[src/rtl/reg_wb_arbiter.sv]
// rtl/reg_wb_arbiter.sv - register-file writeback arbiter, round-robin or fixed priority
// Define WB_FIXED_PRIO_EN for fixed priority (index 0 highest); default build is round-robin.
module reg_wb_arbiter #(
    parameter int NREQ  = 3,
    parameter int CNT_W = 16
) (
    input  logic                 clk_i,
    input  logic                 rst_n_i,
    input  logic [NREQ-1:0]      req_valid_i,
    input  logic [5*NREQ-1:0]    req_addr_i,
    input  logic [32*NREQ-1:0]   req_data_i,
    output logic [NREQ-1:0]      req_ready_o,
    input  logic                 stall_in_i,
    output logic                 wr_en_o,
    output logic [4:0]           wr_addr_o,
    output logic [31:0]          wr_data_o,
    output logic [CNT_W-1:0]     conflict_cnt_o
);

    localparam int PTR_W = (NREQ > 1) ? $clog2(NREQ) : 1;

    logic [PTR_W-1:0] ptr_q, ptr_d;
    logic             wr_en_q, wr_en_d;
    logic [4:0]       wr_addr_q, wr_addr_d;
    logic [31:0]      wr_data_q, wr_data_d;
    logic [CNT_W-1:0] cnt_q, cnt_d;

    logic             grant_vld;
    logic [PTR_W-1:0] grant_idx;
    logic [PTR_W-1:0] idx;
    logic [4:0]       grant_addr;
    logic [31:0]      grant_data;
    logic             contended;

    // Search starts at ptr_q; the fixed-priority build simply pins ptr_q to 0.
    always_comb begin
        grant_vld = 1'b0;
        grant_idx = '0;
        idx       = '0;
        for (int k = 0; k < NREQ; k++) begin
            idx = PTR_W'((int'(ptr_q) + k) % NREQ);
            if (!grant_vld && req_valid_i[idx]) begin
                grant_vld = 1'b1;
                grant_idx = idx;
            end
        end
        if (stall_in_i || !rst_n_i) begin
            grant_vld = 1'b0;
        end
    end

    always_comb begin
        req_ready_o = '0;
        if (grant_vld) begin
            req_ready_o[grant_idx] = 1'b1;
        end
    end

    assign grant_addr = req_addr_i[5*grant_idx +: 5];
    assign grant_data = req_data_i[32*grant_idx +: 32];
    assign contended  = !stall_in_i && ($countones(req_valid_i) >= 2);

    always_comb begin
        ptr_d     = ptr_q;
        wr_en_d   = 1'b0;
        wr_addr_d = wr_addr_q;
        wr_data_d = wr_data_q;
        cnt_d     = cnt_q;
`ifdef WB_FIXED_PRIO_EN
        ptr_d = '0;
`else
        if (grant_vld) begin
            ptr_d = (grant_idx == PTR_W'(NREQ - 1)) ? '0 : grant_idx + 1'b1;
        end
`endif
        // x0 writes are accepted but dropped; address/data registers keep their old value.
        if (grant_vld && grant_addr != 5'd0) begin
            wr_en_d   = 1'b1;
            wr_addr_d = grant_addr;
            wr_data_d = grant_data;
        end
        if (contended && cnt_q != {CNT_W{1'b1}}) begin
            cnt_d = cnt_q + 1'b1;
        end
    end

    always_ff @(posedge clk_i or negedge rst_n_i) begin
        if (!rst_n_i) begin
            ptr_q     <= '0;
            wr_en_q   <= 1'b0;
            wr_addr_q <= '0;
            wr_data_q <= '0;
            cnt_q     <= '0;
        end else begin
            ptr_q     <= ptr_d;
            wr_en_q   <= wr_en_d;
            wr_addr_q <= wr_addr_d;
            wr_data_q <= wr_data_d;
            cnt_q     <= cnt_d;
        end
    end

    assign wr_en_o        = wr_en_q;
    assign wr_addr_o      = wr_addr_q;
    assign wr_data_o      = wr_data_q;
    assign conflict_cnt_o = cnt_q;

endmodule

[config.mk]
export PLATFORM = sky130hd
export DESIGN_NAME = reg_wb_arbiter
export DESIGN_NICKNAME = d
export VERILOG_FILES = /design/src/rtl/reg_wb_arbiter.sv
export SDC_FILE = /design/constraint.sdc
export NUM_CORES = 1
export LEC_CHECK = 0
export ABC_AREA = 1
export ABC_CLOCK_PERIOD_IN_PS = 3350
export BUFFER_PORTS_ARGS = -buffer_cell sky130_fd_sc_hd__clkbuf_2
export CORE_UTILIZATION = 46
export DETAILED_ROUTE_END_ITERATION = 8
export GPL_TIMING_DRIVEN = 0
export PLACE_DENSITY = 0.78
export SETUP_SLACK_MARGIN = 0.02
export SLEW_MARGIN = 20
export SYNTH_ARGS = -nofsm -noshare
export SYNTH_HDL_FRONTEND = slang
export SYNTH_SLANG_ARGS = --single-unit
[constraint.sdc]
create_clock -name clk_i -period 3.35 [get_ports clk_i]
set_input_delay 0.67 -clock clk_i [delete_from_list [all_inputs] [get_ports clk_i]]
set_output_delay 0.67 -clock clk_i [all_outputs]
set_load 0.03 [all_outputs]
==> results.yml <==
critical_path:
  reg2reg_to: "wr_data_o[26]$_DFFE_PN0P_"
  r2r_cells: 18
  critPathKind: "flop to output port"
  required_ns: 2.68
  crit_fanout: 19
  crit_top_cell: "nand3_1"
  critical_path_buf_inv_count: 5
  slowest_stage: "dfrtp_1"
  cpPeakStageDelay_ns: 0.41
  crit_arrival_ns: 2.39
  cp_top_family: "buffers and inverters"
  setup.worst_path.start_class: "flop"
  end_kind: "output port"
  rrSetupSlack_ns: 0.61
  worstReg2RegStart: "ptr_q[0]$_DFFE_PN0P_"
  worstPathCellList: "inv_1 -> ha_2 -> inv_2 -> nand2_1 -> nand3_1 -> nand2_2 -> nand2_1 -> inv_2 -> nand3_1 -> nand3_1 -> buf_4 -> nor3_1 -> clkbuf_4"
floorplanning:
  die_h_um: 89.15
  core_region_area_um2: 7292
  die_width_um: 89.15
  start_util: 0.4791
  dieArea_um2: 7947
  io_pins: 174
  rows: 31
grt:
  grt_overflow: 0
  grt_pass1_vias: 3560
  grt_pass1_wl_mm: 15.82
  antenna_found_initial: 0
  grt_max_degree: 45
  track_usage: 0.2568
synthesis:
  ys_seq_area_frac: 0.4011
  yosys_warnings: 0
  synth_fp_nets: 608
  syn-instance-count: 485
  avgSynthCellArea_um2: 7.203
  syn_area_um2: 3493
  synth_cell_types: 26
  synth-seq-cells: 56
sta:
  timing.final.crit_share: 0.9144
  setup_viol: 0
  relSlewSlack: 0.6238
  max_freq_mhz: 326.5
  fin_crit_ns: 3.063
  drv_slew: 0
  hold_viol: 0
  tns_ns: 0
  skew_ns: 0.004399
  rsz0062_at_grt: "no"
  worst_pin_slew_ns: 0.5643
outcome:
  outcome: "completed"
cts:
  cts_setup_buffers: 0
  cts_tree: "yes"
  postCtsHoldBufs: 0
  ctsLongestPathBuffers: 2
  cts-htree-levels: 2
  cts.sinks: 56
  clk_pin_slew_ns: 0.10
  clock-root-buffer: "clkbuf_8"
  insertion_delay_ns: 0.31
  cts_inserted_buffers: 5
placement:
  port_buffers: 173
  dp_hpwl_mm: 8.255
  gp_congestion: 0.8673
detailed_routing:
  drt_iter0_drc: 178
  ant_nets: 0
  route.detailed.drc: 0
  via_count: 4037
  viasPerCell: 5.284
  routedWlPerCell_um: 13.52
  dr.pass1.iters: 4
  wirelength_mm: 10.33
pwr:
  fin_total_pwr_mw: 4.752
  vdd_ir_drop_max_mv: 0.4758
  powerDensity_nw_per_um2: 1033
  p_leak_nw: 2.610
layout:
  nets: 787
  finish.utilization: 0.6309
  areaGrowthSynthToFinish_pct: 31.70
  num_antenna_cells: 0
  drive_gt1_frac: 0.3218
run:
  cap_violations: 0
worst_hold_path:
  hold_class: "primary input to asynchronous set/reset pin"
cells in the mapped netlist:
library cell / n / area share
buf_6: 5 / 0.016
nor3_1: 2 / 0.0029
dfrtp_1: 56 / 0.40
nand2_2: 1 / 0.0018
nand3_1: 172 / 0.25
nand3_2: 3 / 0.0086
nand2_4: 1 / 0.0032
nor4_1: 1 / 0.0018
o21ai_0: 4 / 0.0057
xor2_1: 10 / 0.025
nand4_1: 4 / 0.0072
nor2_1: 20 / 0.021
buf_2: 9 / 0.013
buf_4: 2 / 0.0043
inv_1: 15 / 0.016
a21oi_1: 1 / 0.0014
clkbuf_1: 14 / 0.015
mux2_2: 2 / 0.0064
clkinv_1: 1 / 0.0011
xnor2_1: 5 / 0.013
inv_2: 5 / 0.0054
nor2_4: 1 / 0.0032
o21ai_2: 1 / 0.0025
nand2_1: 142 / 0.15
ha_1: 6 / 0.021
nor2_2: 2 / 0.0036
worst max-delay path by stage:
stage	startpoint	end	slack [ns]	depth (start not counted)
4_1_cts	ptr_q[0]$_DFFE_PN0P_	req_ready_o[0]	0.20	13
3_3_place_gp	rst_n_i	req_ready_o[0]	0.03	4
2_1_floorplan	ptr_q[0]$_DFFE_PN0P_	req_ready_o[0]	0.30	11
3_5_place_dp	ptr_q[0]$_DFFE_PN0P_	req_ready_o[2]	0.18	13
5_1_grt	ptr_q[0]$_DFFE_PN0P_	req_ready_o[0]	0.05	13
6_report	ptr_q[0]$_DFFE_PN0P_	req_ready_o[0]	0.29	13
cell type report:
cell class	instances	area, µm²
tap	99	123.9
multi-input combinational	378	1847
clock inverter	1	7.507
inverter	21	78.83
fill	676	2691
clock buffer	7	86.33
sequential	56	1401
buffer	28	165.2
timing repair buffer	174	890.9
kinds of logic (layout without fill, tap and decap cells):
| family | Yosys count | after routing | share of synthesized area |
|---|---|---|---|
| buffers and inverters | 51 | 231 | 0.07091 |
| XOR/XNOR | 15 | 15 | 0.03761 |
| adder cells (fa/ha/maj) | 6 | 6 | 0.02149 |
| multiplexers | 2 | 2 | 0.006447 |
| AO/OA/AOI/OAI | 6 | 6 | 0.009670 |
| AND/OR/NAND/NOR | 349 | 349 | 0.4527 |
| flip-flops | 56 | 56 | 0.4011 |
report_power, final:
| group | internal [mW] | switching [mW] |
|---|---|---|
| sequential | 0.917 | 0.159 |
| clock | 0.169 | 0.221 |
| combinational | 1.04 | 2.24 |
| total | 2.13 | 2.62 |
cell usage in the layout (no fill, tap or decap), types with 2 or more instances in the layout:
master,n
nand3_1,172
clkbuf_2,171
nand2_1,142
dfrtp_1,56
nor2_1,20
inv_1,15
clkbuf_1,13
xor2_1,10
buf_2,9
clkbuf_8,6
inv_2,5
xnor2_1,5
ha_1,5
o21ai_0,4
nand4_1,4
buf_6,4
nand3_2,3
buf_4,2
nor3_1,2
nor2_2,2
mux2_2,2
clkbuf_4,2
repair_timing:
item	CTS	global route
gates resized for setup	0	4
endpoints found under the setup margin	2	2
gates cloned	0	0
per-stage QoR:
stage | std cells | hold slack (ns) | setup slack [ns] | instance area [µm²]
floorplan | 485 | 0.3744 | 0.3030 | 3493
global placement | 757 | 0.4726 | 0.02564 | 4483
detailed placement | 758 | 0.4826 | 0.1794 | 4506
CTS | 764 | 0.2236 | 0.2021 | 4592
global route | 764 | 0.2247 | 0.04917 | 4601
finish | 764 | 0.2202 | 0.2869 | 4601
registers in the layout, indices dropped and copies added (netlist names):
signal and count:
wr_data_o 32, conflict_cnt_o 16, ptr_q 2, wr_addr_o 5, wr_en_o 1
per-layer routing:
layer | global-route usage | vias up | share of wire
li1 | - | 1973 | -
met1 | 0.3212 | 1863 | 0.41
met2 | 0.4497 | 178 | 0.49
met3 | 0.04432 | 23 | 0.069
met4 | 0.08658 | 0 | 0.022
met5 | 0 | - | 0
(Power assumes the default switching activity.)
